[src/rtl/pipe_skid_stage.sv]
// Pipeline-stage register with a 2-entry skid buffer, clock-enable and flush.
// Optional stall/flush performance counters are built when PIPE_PERF_CNT_EN is defined.
module pipe_skid_stage #(
    parameter int                DATA_W    = 64,
    parameter logic [DATA_W-1:0] RESET_VAL = '0
`ifdef PIPE_PERF_CNT_EN
    ,
    parameter int                CNT_W     = 16
`endif
) (
    input  logic              clk,
    input  logic              reset_n,
    input  logic              clk_en,
    input  logic              flush,
    input  logic              up_valid,
    output logic              up_ready,
    input  logic [DATA_W-1:0] up_data,
    output logic              dn_valid,
    input  logic              dn_ready,
    output logic [DATA_W-1:0] dn_data,
`ifdef PIPE_PERF_CNT_EN
    output logic [CNT_W-1:0]  stall_cnt,
    output logic [CNT_W-1:0]  flush_cnt,
`endif
    output logic [1:0]        occupancy
);

    // Encoding doubles as the occupancy count.
    typedef enum logic [1:0] {
        EMPTY = 2'd0,
        ONE   = 2'd1,
        TWO   = 2'd2
    } state_t;

    state_t            state_q, state_d;
    logic [DATA_W-1:0] main_q, main_d;
    logic [DATA_W-1:0] skid_q, skid_d;
    logic              push, pop;

    // up_ready is a function of registered state and clk_en only, never of dn_ready.
    assign up_ready  = clk_en & (state_q != TWO);
    assign dn_valid  = (state_q != EMPTY);
    assign dn_data   = main_q;
    assign occupancy = state_q;

    assign push = up_valid & up_ready;
    assign pop  = dn_valid & dn_ready & clk_en;

    always_comb begin
        // NOTE: every next-state signal gets a hold default first so no latch is inferred.
        state_d = state_q;
        main_d  = main_q;
        skid_d  = skid_q;
        if (flush) begin
            state_d = EMPTY;
            main_d  = RESET_VAL;
            skid_d  = RESET_VAL;
        end else begin
            unique case (state_q)
                EMPTY: begin
                    if (push) begin
                        state_d = ONE;
                        main_d  = up_data;
                    end
                end
                ONE: begin
                    if (push && pop) begin
                        main_d  = up_data;
                    end else if (push) begin
                        state_d = TWO;
                        skid_d  = up_data;
                    end else if (pop) begin
                        state_d = EMPTY;
                    end
                end
                TWO: begin
                    if (pop) begin
                        state_d = ONE;
                        main_d  = skid_q;
                    end
                end
                default: state_d = EMPTY;
            endcase
        end
    end

    // NOTE: sequential state uses non-blocking assignments; data entries are reset too.
    always_ff @(posedge clk or negedge reset_n) begin
        if (!reset_n) begin
            state_q <= EMPTY;
            main_q  <= RESET_VAL;
            skid_q  <= RESET_VAL;
        end else begin
            state_q <= state_d;
            main_q  <= main_d;
            skid_q  <= skid_d;
        end
    end

`ifdef PIPE_PERF_CNT_EN
    logic [CNT_W-1:0] stall_q, stall_d;
    logic [CNT_W-1:0] flush_q, flush_d;

    // Both counters saturate at all-ones.
    always_comb begin
        stall_d = stall_q;
        flush_d = flush_q;
        if (clk_en && dn_valid && !dn_ready && (stall_q != {CNT_W{1'b1}}))
            stall_d = stall_q + CNT_W'(1);
        if (flush && (state_q != EMPTY) && (flush_q != {CNT_W{1'b1}}))
            flush_d = flush_q + CNT_W'(1);
    end

    always_ff @(posedge clk or negedge reset_n) begin
        if (!reset_n) begin
            stall_q <= '0;
            flush_q <= '0;
        end else begin
            stall_q <= stall_d;
            flush_q <= flush_d;
        end
    end

    assign stall_cnt = stall_q;
    assign flush_cnt = flush_q;
`endif

endmodule
[config.mk]
export PLATFORM = sky130hd
export DESIGN_NAME = pipe_skid_stage
export DESIGN_NICKNAME = d
export VERILOG_FILES = /design/src/rtl/pipe_skid_stage.sv
export SDC_FILE = /design/constraint.sdc
export NUM_CORES = 1
export LEC_CHECK = 0
export ABC_AREA = 1
export ABC_CLOCK_PERIOD_IN_PS = 1600
export CORE_UTILIZATION = 40
export DETAILED_ROUTE_END_ITERATION = 6
export PLACE_DENSITY_LB_ADDON = 0.3
export SLEW_MARGIN = 20
export SYNTH_ARGS = -nofsm -noshare
export SYNTH_HDL_FRONTEND = slang
export SYNTH_SLANG_ARGS = --single-unit
[constraint.sdc]
create_clock -name clk -period 1.6 [get_ports clk]
set_input_delay 0.24 -clock clk [delete_from_list [all_inputs] [get_ports clk]]
set_output_delay 0.24 -clock clk [all_outputs]
set_load 0.02 [all_outputs]
; ---- Word level (Yosys, flattened, before mapping)
; Index checks and enable logic that the tools add are counted.
[word_totals]
out_inout_bits = 68
wordCells = 40
in_bits = 70
ff_bits = 130
[classes]
n_reduce_logical = 9
n_bitwise = 4
n_mux = 15
eq_ne = 9
[op_table]
columns = op, n
row1 = $mux 64, 7
row2 = $pmux 64 s3, 1
row3 = $mux 2, 6
row4 = $ne 3x3->1 const B, 4
row5 = $reduce_and 4->1, 2
row6 = $pmux 2 s3, 1
row7 = $reduce_bool 2->1, 3
row8 = $and 1x1->1, 4
row9 = $ne 2x2->1 const B, 2
row10 = $ne 4x4->1 const B, 1
row11 = $reduce_bool 4->1, 1
row12 = $reduce_and 3->1, 1
row13 = $eq 2x1->1 const B, 1
row14 = $eq 2x2->1 const B, 1
row15 = $logic_not 2->1, 1
row16 = $logic_and 1x1->1, 1

; ---- Depth between registers and ports, before layout
; Gate-level depths: netlist of the first run.
[logic_depth]
ltp_word = 8
ltp_mapped = 10
depth_no_buf = 9

; ---- Worst setup path before layout of the first run
; OpenSTA, ideal clock, no wires.
[synth_timing]
kind = register -> register
startpoint = reg state_q[1], in the netlist occupancy[1]
endpoint = reg skid_q[10]
required_time_ps = 1535
n_path_buf = 1
synth_period_minus_slack_ps = 1631
t_arrival_ps = 1566
slack_ps = -31
setup_ps = 65
stages_incl_launch_ff = 9
cell_sequence = dfrtp_1 > inv_2 > nor2_1 > nor2_2 > nand3_1 > nor2_1 > buf_2 > nand2_1 > nand2_1
[synth_between]
elab_chain_cells = 6
elab_cells_between_ends = 12
classes_between = eq/ne (3) / bitwise (4) / reduce/logical (5)
[synth_lines]
columns = element, line
row1 = "start, declared", 35  ; state_t state_q, state_d;
row2 = "start signal, assigned", 94  ; state_q <= state_d;
row3 = $ne 2x2->1 *, 41  ; assign up_ready = clk_en & (state_q != TWO);
row4 = $and 1x1->1 *, 41
row5 = named net up_ready, 16  ; output logic up_ready,
row6 = $and 1x1->1 *, 46  ; assign push = up_valid & up_ready;
row7 = $logic_and 1x1->1, 67  ; if (push && pop) begin
row8 = $ne 2x2->1 (no line), --
row9 = $reduce_and 3->1 (no line) *, --
row10 = "end signal, assigned", 96  ; skid_q <= skid_d;
row11 = "end, declared", 37  ; logic [DATA_W-1:0] skid_q, skid_d;
; Mark *: on every way through the listed nets, which the timed path passes. The rest lies on a longest branch.
; A chain may end at the register's enable or synchronous reset.

; ---- Final worst setup path of the first run
[layout_timing]
startpoint = reg state_q[1], in the netlist occupancy[1]
endpoint = reg main_q[52], in the netlist dn_data[52]
[layout_between]
elab_chain_cells = 6
elab_cells_between_ends = 17
classes_between = eq/ne (6) / mux (2) / bitwise (4) / reduce/logical (5)
[layout_lines]
columns = element, line
row1 = $ne 2x2->1 or $reduce_bool 2->1 (tied branches), "41, 42"
row2 = $and 1x1->1 (on tied branches), "41, 47"
row3 = $and 1x1->1 (on tied branches), "46, 47"
row4 = $logic_and 1x1->1, 67
row5 = $ne 3x3->1 (no line), --
row6 = $reduce_and 4->1 (no line), --
row7 = "end signal, assigned", 95  ; main_q <= main_d;
row8 = "end, declared", 36  ; logic [DATA_W-1:0] main_q, main_d;
; Parallel ways exist; a longest one is shown, timed or not.

==> flow_summary.ini, run 1 <==
[cts]
clk-insertion-delay-late_ns = 0.42
tritoncts = built
cts_buffers = 17
clock_sinks = 130
cts-htree-levels = 4
cts_root_buf = sky130_fd_sc_hd__clkbuf_16
largest_buffer_count_on_any_clock_path = 2
clock_edge_transition_at_the_registers_on_the_reported_setup_and_hold_paths_ns = 0.05

[power]
max-vdd-ir-drop_mv = 0.8314
power.sequential.fraction = 0.369
p_per_area_nw_per_um2 = 1166
share_clk_of_total_power = 0.353
cell_internal_pwr_w = 0.007293
power.static_leakage_nw = 4.807
p_comb_frac = 0.278
swShare = 0.3147
p_switching_w = 0.003348

[sta]
final-max-slew-violation-count = 0
maximum_clock_frequency_ghz = 0.6116
fin_hold_viols = 0
final.min_clock_period_ns = 1.635
final.hold.worst_slack_ns = 0.3044
timing.max_slew.rel_slack = 0.5760
rsz0062_at_grt = true
worst_clock_skew_on_the_final_layout_ns = 0.006523
final_critical_path_setup_slack_ns = -0.03499
tightest_slew_ns = 0.6360
setup_viol = 38
timing.final.crit_share = 1.022

[drt]
post_drt_wl_per_cell_um = 17.46
ant_nets = 0
dr.first_iter.drc_count = 580
drt_first_pass_iters = 5
dr_total_vias = 6246
via_cell_ratio = 5.408
drc = 0
wl_mm = 20.17

[synthesis]
synth.net_count = 875
postSynthRegisterBits = 130
share_of_the_yosys_chip_area_belonging_to_registers = 0.5282
post_synth_cell_types = 19
syn_avg_cell_area_um2 = 7.650
postSynthCellCount = 805
synth.yosys.warnings = 0
mappedNetlistArea_um2 = 6158

[floorplan]
core_area_um2 = 14750
top_level_ports = 138
die_area_um2 = 15900
initial_core_util = 0.4174
die_width_um = 126.1
die_height_um = 126.1
core.rowCount = 44

[global_route]
grt_start_max_net_pins = 55
grt_remaining_overflow = 0
grt_pass1_wl_mm = 30.13
grt_resource_usage_total = 0.2433
first_global_vias = 5807
antenna_found_initial = 0

[worst_setup_path]
critical_path_endpoint_category = register
worstPathMaxFanout = 10
timing.critical_path.from_type = register
worstSetupPathType = reg -> reg
critPathArrivalTime_ns = 1.95
cp_data_required_time_ns = 1.91

[status]
violated_checks = setup timing
status = complete, but fails checks

[placed_design]
gp_routability_congestion = 0.8371
placement.io_buffers = 137
dp_hpwl_mm = 11.21

[worst_hold_path]
worst_min_path_class = in -> async

[final_layout]
finish.net_count = 1030
diodes = 0
syn2layout_area_growth_pct = 48.19
final_core_utilization = 0.6186
post_route_cells_drive_above_1_share = 0.1730

[run]
timing.max_cap.violations = 0
[through the flow]
step	setup WS (ns)	std cells	TNS (ns)	instance area [µm²]	power (W)
after floorplan	0.007131	805	0	6170	0.005179
after global placement	-0.2491	1102	-25.78	7935	0.006535
after detailed placement	-0.2804	1102	-28.62	7935	0.006554
after CTS	-0.03412	1142	-0.03412	8547	0.01019
after global routing	-0.1044	1155	-5.020	9126	0.01107
final	-0.03499	1155	-0.4533	9126	0.01064
[per-layer routing]
| metal | GRT usage | share of wire | up-vias |
|---|---|---|---|
| met3 | 0.05438 | 0.064 | 32 |
| met2 | 0.3864 | 0.49 | 259 |
| met5 | 0 | 0 | - |
| met4 | 0.1141 | 0.023 | 0 |
| li1 | - | - | 2920 |
| met1 | 0.3166 | 0.43 | 3035 |
[logic make-up after synthesis]
logic type | Yosys count | synth area share
DFF | 130 | 0.5282
AOI/OAI and AO/OA | 68 | 0.05607
buffers and inverters | 70 | 0.05262
and+or+nand+nor | 537 | 0.3631
[power groups by stage]
stage	clock [W]	combinational [W]	sequential [W]
detailed placement	0	0.00260	0.00395
finish	0.00376	0.00295	0.00393
CTS	0.00379	0.00251	0.00389
floorplan	0	0.000889	0.00429
global placement	0	0.00257	0.00396
global route	0.00395	0.00314	0.00397
[state kept, by name (all words and copies together) (netlist names)]
signal and count:
dn_data 64, skid_q 64, occupancy 2
[Yosys cell counts]
master / instances / area [µm²]
sky130_fd_sc_hd__nand2_2: 2 / 12.51
sky130_fd_sc_hd__nand4_1: 1 / 6.260
sky130_fd_sc_hd__o22ai_1: 1 / 6.260
sky130_fd_sc_hd__o21ai_2: 1 / 8.760
sky130_fd_sc_hd__nand2_1: 363 / 1363
sky130_fd_sc_hd__nor2_2: 1 / 6.260
sky130_fd_sc_hd__a21oi_1: 65 / 325.3
sky130_fd_sc_hd__buf_4: 2 / 15.01
sky130_fd_sc_hd__clkinv_1: 1 / 3.750
sky130_fd_sc_hd__buf_1: 1 / 3.750
sky130_fd_sc_hd__buf_2: 43 / 215.2
sky130_fd_sc_hd__o21ai_0: 1 / 5.000
sky130_fd_sc_hd__nand3_2: 1 / 10.01
sky130_fd_sc_hd__inv_1: 4 / 15.01
sky130_fd_sc_hd__inv_2: 2 / 7.510
sky130_fd_sc_hd__nand3_1: 163 / 815.8
sky130_fd_sc_hd__clkbuf_1: 17 / 63.81
sky130_fd_sc_hd__nor2_1: 6 / 22.52
sky130_fd_sc_hd__dfrtp_1: 130 / 3253
[worst paths after layout]
check                        startpoint  slack, ns            to  cells past startpoint
setup / recovery           occupancy[1]      -0.03   dn_data[52]                      9
hold / removal                  reset_n       0.30    skid_q[16]                      2
setup reg to reg           occupancy[1]      -0.03   dn_data[52]                      9
hold reg to reg             dn_data[53]       0.46   dn_data[53]                      2
max in group asynchronous       reset_n       0.72    skid_q[48]                      3
min in group clk                  flush       0.33  occupancy[1]                      3
[area by class of cell]
class	count	area (µm²)
clock buffers	24	481.7
fillers	1293	5628
clock inverters	6	80.08
inverters	7	28.78
multi-input cells	605	2885
flip-flops and latches	130	3254
repair buffers	199	2166
well taps	184	230.2
[layout by cell type (no fill, tap or decap), types with 6 or more instances in the layout]
cell type,instances
sky130_fd_sc_hd__a21oi_1,65
sky130_fd_sc_hd__buf_12,15
sky130_fd_sc_hd__buf_4,26
sky130_fd_sc_hd__buf_6,9
sky130_fd_sc_hd__clkbuf_16,27
sky130_fd_sc_hd__clkdlybuf4s50_1,67
sky130_fd_sc_hd__dfrtp_1,129
sky130_fd_sc_hd__dlygate4sd2_1,64
sky130_fd_sc_hd__nand2_1,325
sky130_fd_sc_hd__nand2_2,33
sky130_fd_sc_hd__nand2_4,6
sky130_fd_sc_hd__nand3_1,140
sky130_fd_sc_hd__nand3_2,22
[worst max-delay path, cell delays in order (launching register included)]
cell and delay [ns]:
sky130_fd_sc_hd__dfrtp_1 0.39, sky130_fd_sc_hd__buf_4 0.16, sky130_fd_sc_hd__nand2_4 0.09, sky130_fd_sc_hd__nand3_4 0.11, sky130_fd_sc_hd__o21ai_4 0.20, sky130_fd_sc_hd__buf_12 0.14
sky130_fd_sc_hd__nand2_8 0.11, sky130_fd_sc_hd__clkbuf_16 0.20, sky130_fd_sc_hd__nand2_1 0.07, sky130_fd_sc_hd__nand2_1 0.05
[timing repair]
| action | CTS | global route |
|---|---|---|
| hold buffers | 1 | 0 |
| endpoints found under the hold margin | 38 | 0 |
| gates resized for setup | 81 | 86 |
| setup endpoints to repair | 132 | 131 |
| pin swaps | 3 | 18 |
| gates cloned | 1 | 12 |
| setup buffers | 8 | 2 |
Note: power is estimated with default switching activity, not from simulation.
==> run 2, diff against run 1 <==
ABC_CLOCK_PERIOD_IN_PS = 1900   (was 1600)
clock period = 1.9 ns   (was 1.6 ns; I/O delays follow)
==> flow_summary.ini, run 2 (synthesized netlist as in run 1, its figures left out) <==
[status]
status = finished clean

[worst_hold_path]
worst_min_path_class = in -> reg

[floorplan]
die_height_um = 126.1
core.rowCount = 44
die_width_um = 126.1
die_area_um2 = 15900
initial_core_util = 0.4174
top_level_ports = 138
core_area_um2 = 14750

[sta]
rsz0062_at_grt = false
timing.max_slew.rel_slack = 0.6325
final_critical_path_setup_slack_ns = 0.1265
final.min_clock_period_ns = 1.774
final-max-slew-violation-count = 0
tightest_slew_ns = 0.5512
setup_viol = 0
maximum_clock_frequency_ghz = 0.5638
timing.final.crit_share = 0.9334
fin_hold_viols = 0
worst_clock_skew_on_the_final_layout_ns = 0.005919

[worst_setup_path]
critical_path.max_stage_delay_ns = 0.67
cp_cell_sequence = clkdlybuf4s50_1
critPathArrivalTime_ns = 1.49
critical_path_endpoint_category = primary output
worst_path_max_delay_cell = sky130_fd_sc_hd__clkdlybuf4s50_1
worstPathMaxFanout = 4
worstSetupPathType = reg -> out
cp_data_required_time_ns = 1.62
cp_top_family = buffers and inverters
timing.critical_path.buf_inv = 1
timing.critical_path.from_type = register

[global_route]
grt_start_max_net_pins = 53
grt_resource_usage_total = 0.2378
grt_remaining_overflow = 0
grt_pass1_wl_mm = 29.66
antenna_found_initial = 0
first_global_vias = 5758

[placed_design]
placed_area_um2 = 7849
placement.io_buffers = 137
gp_routability_congestion = 0.8612
detailedPlace.worstSlack_ns = -0.07313
dp_hpwl_mm = 11.11

[drt]
ant_nets = 0
dr_total_vias = 5947
via_cell_ratio = 5.282
drt_first_pass_iters = 5
wl_mm = 17.79
post_drt_wl_per_cell_um = 15.80
drc = 0
dr.first_iter.drc_count = 547

[cts]
clock_edge_transition_at_the_registers_on_the_reported_setup_and_hold_paths_ns = 0.05
largest_buffer_count_on_any_clock_path = 2
clock_sinks = 130
cts_root_buf = sky130_fd_sc_hd__clkbuf_16
clk-insertion-delay-late_ns = 0.42
cts-htree-levels = 4
tritoncts = built
cts_buffers = 17

[final_layout]
final_core_utilization = 0.5660
final_area_um2 = 8351
syn2layout_area_growth_pct = 35.60
mostFrequentLayoutCell = sky130_fd_sc_hd__nand2_1
diodes = 0
layout.cells.most_common_list = sky130_fd_sc_hd__nand2_1, sky130_fd_sc_hd__nand3_1, sky130_fd_sc_hd__clkdlybuf4s50_1, sky130_fd_sc_hd__dfrtp_1, sky130_fd_sc_hd__a21oi_1
finish.net_count = 1001
post_route_cells_drive_above_1_share = 0.07643

[run]
timing.max_cap.violations = 0

[power]
max-vdd-ir-drop_mv = 0.6196
power.static_leakage_nw = 4.237
p_per_area_nw_per_um2 = 987.2
run 2: changes by cell type in the layout (fill, tap and decap cells not counted), moves of 10 or more:
cell	previous run	this run
sky130_fd_sc_hd__clkbuf_16	27	17
sky130_fd_sc_hd__clkdlybuf4s50_1	67	132
sky130_fd_sc_hd__dlygate4sd2_1	64	3
sky130_fd_sc_hd__nand2_1	325	361
sky130_fd_sc_hd__nand2_2	33	4
sky130_fd_sc_hd__nand3_1	140	163
sky130_fd_sc_hd__nand3_2	22	1
run 2: cell type report:
cell class / count / area (µm²)
Clock buffer: 23 / 457.9
Clock inverter: 7 / 37.54
Fill cell: 1355 / 6404
Inverter: 7 / 26.28
Multi-Input combinational cell: 605 / 2606
Sequential cell: 130 / 3253
Tap cell: 184 / 230.2
Timing Repair Buffer: 170 / 1739
run 2: metal layers:
layer,vias to the layer above,GRT usage,wire length [µm]
li1,2862,-,-
met1,2799,0.3307,8134
met2,255,0.3581,8133
met3,31,0.04673,1099
met4,0,0.1099,424
met5,-,0,0
run 2: power breakdown:
group	total (W)	switching [W]	internal, W
Sequential	0.00329	0.000201	0.00309
Clock	0.00282	0.00115	0.00167
Combinational	0.00213	0.00123	0.000907
Total	0.00824	0.00258	0.00566
run 2: per-stage QoR:
step | hold WS (ns) | cells | power [W] | TNS, ns
floorplan | -0.01059 | 805 | 0.004356 | 0
detailed placement | 0.2698 | 1095 | 0.005477 | -1.474
global route | 0.3675 | 1126 | 0.008627 | 0
global placement | 0.2634 | 1095 | 0.005454 | -0.5659
finish | 0.3568 | 1126 | 0.008243 | 0
CTS | 0.3448 | 1126 | 0.008294 | 0
run 2: path summary, 6_finish.rpt:
check / startpoint / to / slack, ns / cells after the start
min reg2reg: dn_data[34] / dn_data[34] / 0.47 / 2
min: flush / occupancy[1] / 0.36 / 3
max in group asynchronous: reset_n / skid_q[61] / 0.93 / 3
max: occupancy[1] / occupancy[1] / 0.13 / 1
min in group asynchronous: reset_n / skid_q[13] / 0.39 / 2
max reg2reg: occupancy[0] / dn_data[10] / 0.21 / 10
run 2: what timing repair did:
action / CTS / global route
buffers inserted: 0 / 0
hold buffers: 1 / 0
resized for setup: 3 / 0
hold endpoints to repair: 42 / 0
endpoints found under the setup margin: 3 / 0
==> run 3, diff against run 2 <==
CORE_MARGIN = 5   (was not set)
RECOVER_POWER = 100   (was not set)
==> flow_summary.ini, run 3 (synthesized netlist as in run 1, its figures left out) <==
[status]
status = finished clean

[sta]
tightest_slew_ns = 1.239
final.hold.worst_slack_ns = 0.3533
timing.final.crit_share = 0.9507
final_critical_path_setup_slack_ns = 0.09364
setup_viol = 0
rsz0062_at_grt = false
final.min_clock_period_ns = 1.806
final-max-slew-violation-count = 0
fin_hold_viols = 0
timing.max_slew.rel_slack = 0.1737
setup-tns-final_ns = 0
worst_clock_skew_on_the_final_layout_ns = 0.005771
maximum_clock_frequency_ghz = 0.5536

[final_layout]
mostFrequentLayoutCell = sky130_fd_sc_hd__nand2_1
syn2layout_area_growth_pct = 36.45
final_cells = 1124
diodes = 0
ff_latch_area_um2 = 3253
layout.cells.most_common_list = sky130_fd_sc_hd__nand2_1, sky130_fd_sc_hd__nand3_1, sky130_fd_sc_hd__dfrtp_1, sky130_fd_sc_hd__clkdlybuf4s50_1
post_route_cells_drive_above_1_share = 0.07265
finish.net_count = 993
num-fill-cells = 1362
total_area_of_multi_input_combinational_cells_um2 = 2604

[floorplan]
die_width_um = 134.1
core.rowCount = 45
top_level_ports = 138
die_area_um2 = 17980
core_area_um2 = 15150
die_height_um = 134.1
initial_core_util = 0.4066

[cts]
clock_sinks = 130
largest_buffer_count_on_any_clock_path = 2
postCtsSetupRepairBufs = 0
cts_root_buf = sky130_fd_sc_hd__clkbuf_16
clock_edge_transition_at_the_registers_on_the_reported_setup_and_hold_paths_ns = 0.06
tritoncts = built
cts_buffers = 17
clk-insertion-delay-late_ns = 0.42
cts-htree-levels = 4

[worst_setup_path]
timing.critical_path.buf_inv = 2
critical_path_endpoint_category = primary output
cp_top_family = buffers and inverters
critPathArrivalTime_ns = 1.52
cp_cell_sequence = inv_1, nand2_1, dlygate4sd2_1
worstSetupPathType = reg -> out
worst_path_max_delay_cell = sky130_fd_sc_hd__dfrtp_1
worstPathMaxFanout = 6
cp_data_required_time_ns = 1.62
critical_path.max_stage_delay_ns = 0.47
timing.critical_path.from_type = register

[power]
p_per_area_nw_per_um2 = 1031
max-vdd-ir-drop_mv = 0.6148
total_power_w = 0.008667
power.static_leakage_nw = 4.376

[drt]
ant_nets = 0
drc = 0
wl_mm = 17.60
dr_total_vias = 5864
drt_first_pass_iters = 6
via_cell_ratio = 5.217
post_drt_wl_per_cell_um = 15.66
dr.first_iter.drc_count = 570

[placed_design]
detailedPlace.worstSlack_ns = -0.006067
count_of_placed_standard_cells_including_taps = 1091
dp_hpwl_mm = 11.18
gp_routability_congestion = 0.8442
placement.io_buffers = 137

[global_route]
grt_remaining_overflow = 0
grt_resource_usage_total = 0.2019
grt_start_max_net_pins = 56
first_global_vias = 5659
antenna_found_initial = 0
grt_pass1_wl_mm = 29.36

[run]
timing.max_cap.violations = 0

[worst_hold_path]
worst_min_path_class = in -> reg
-- run 3: tightest hold or removal path: cells and delay by family --
family / cells / cell delay, ns
buffers and inverters: 1 / 0.12
AND/OR/NAND/NOR: 2 / 0.22
AO/OA/AOI/OAI: 1 / 0.10
-- run 3: timing repair --
item	4_1_cts	5_1_grt
setup endpoints to repair	2	1
gates resized for setup	2	1
hold endpoints to repair	43	0
hold buffers	1	0
-- run 3: path summary, 6_finish.rpt --
kind	from	end	slack (ns)	cells past startpoint
worst max-delay path	occupancy[0]	dn_valid	0.09	3
worst min-delay path	flush	occupancy[1]	0.35	4
worst max register to register	occupancy[0]	dn_data[26]	0.14	10
worst min register to register	dn_data[53]	dn_data[53]	0.46	2
max in group asynchronous	reset_n	skid_q[31]	0.30	3
min in group asynchronous	reset_n	dn_data[13]	0.64	2
-- run 3: stage by stage --
stage / cell area [µm²] / util
6_report: 8403 / 0.5548
3_5_place_dp: 7833 / 0.5171
3_3_place_gp: 7833 / 0.5171
4_1_cts: 8454 / 0.5582
2_1_floorplan: 6158 / -
5_1_grt: 8403 / 0.5548
-- run 3: layout make-up --
class | count | share of cell area
clock inverters | 10 | 0.01549
clock buffers | 22 | 0.05762
well taps | 188 | 0.02799
repair buffers | 162 | 0.1986
inverters | 7 | 0.003276
multi-input cells | 605 | 0.3099
flip-flops and latches | 130 | 0.3871
-- run 3: report_power, final --
part           total [W]  switching [W]  internal, W
clock network    0.00338        0.00119      0.00219
registers        0.00327       0.000181      0.00309
logic            0.00201        0.00122     0.000799
-- run 3: per-layer routing --
metal  share of wire  vias to the layer above  GRT usage
li1                -                     2851          -
met1            0.46                     2750     0.2797
met2            0.45                      233     0.3088
met3           0.067                       30    0.04989
met4           0.024                        0    0.07410
met5               0                        -          0
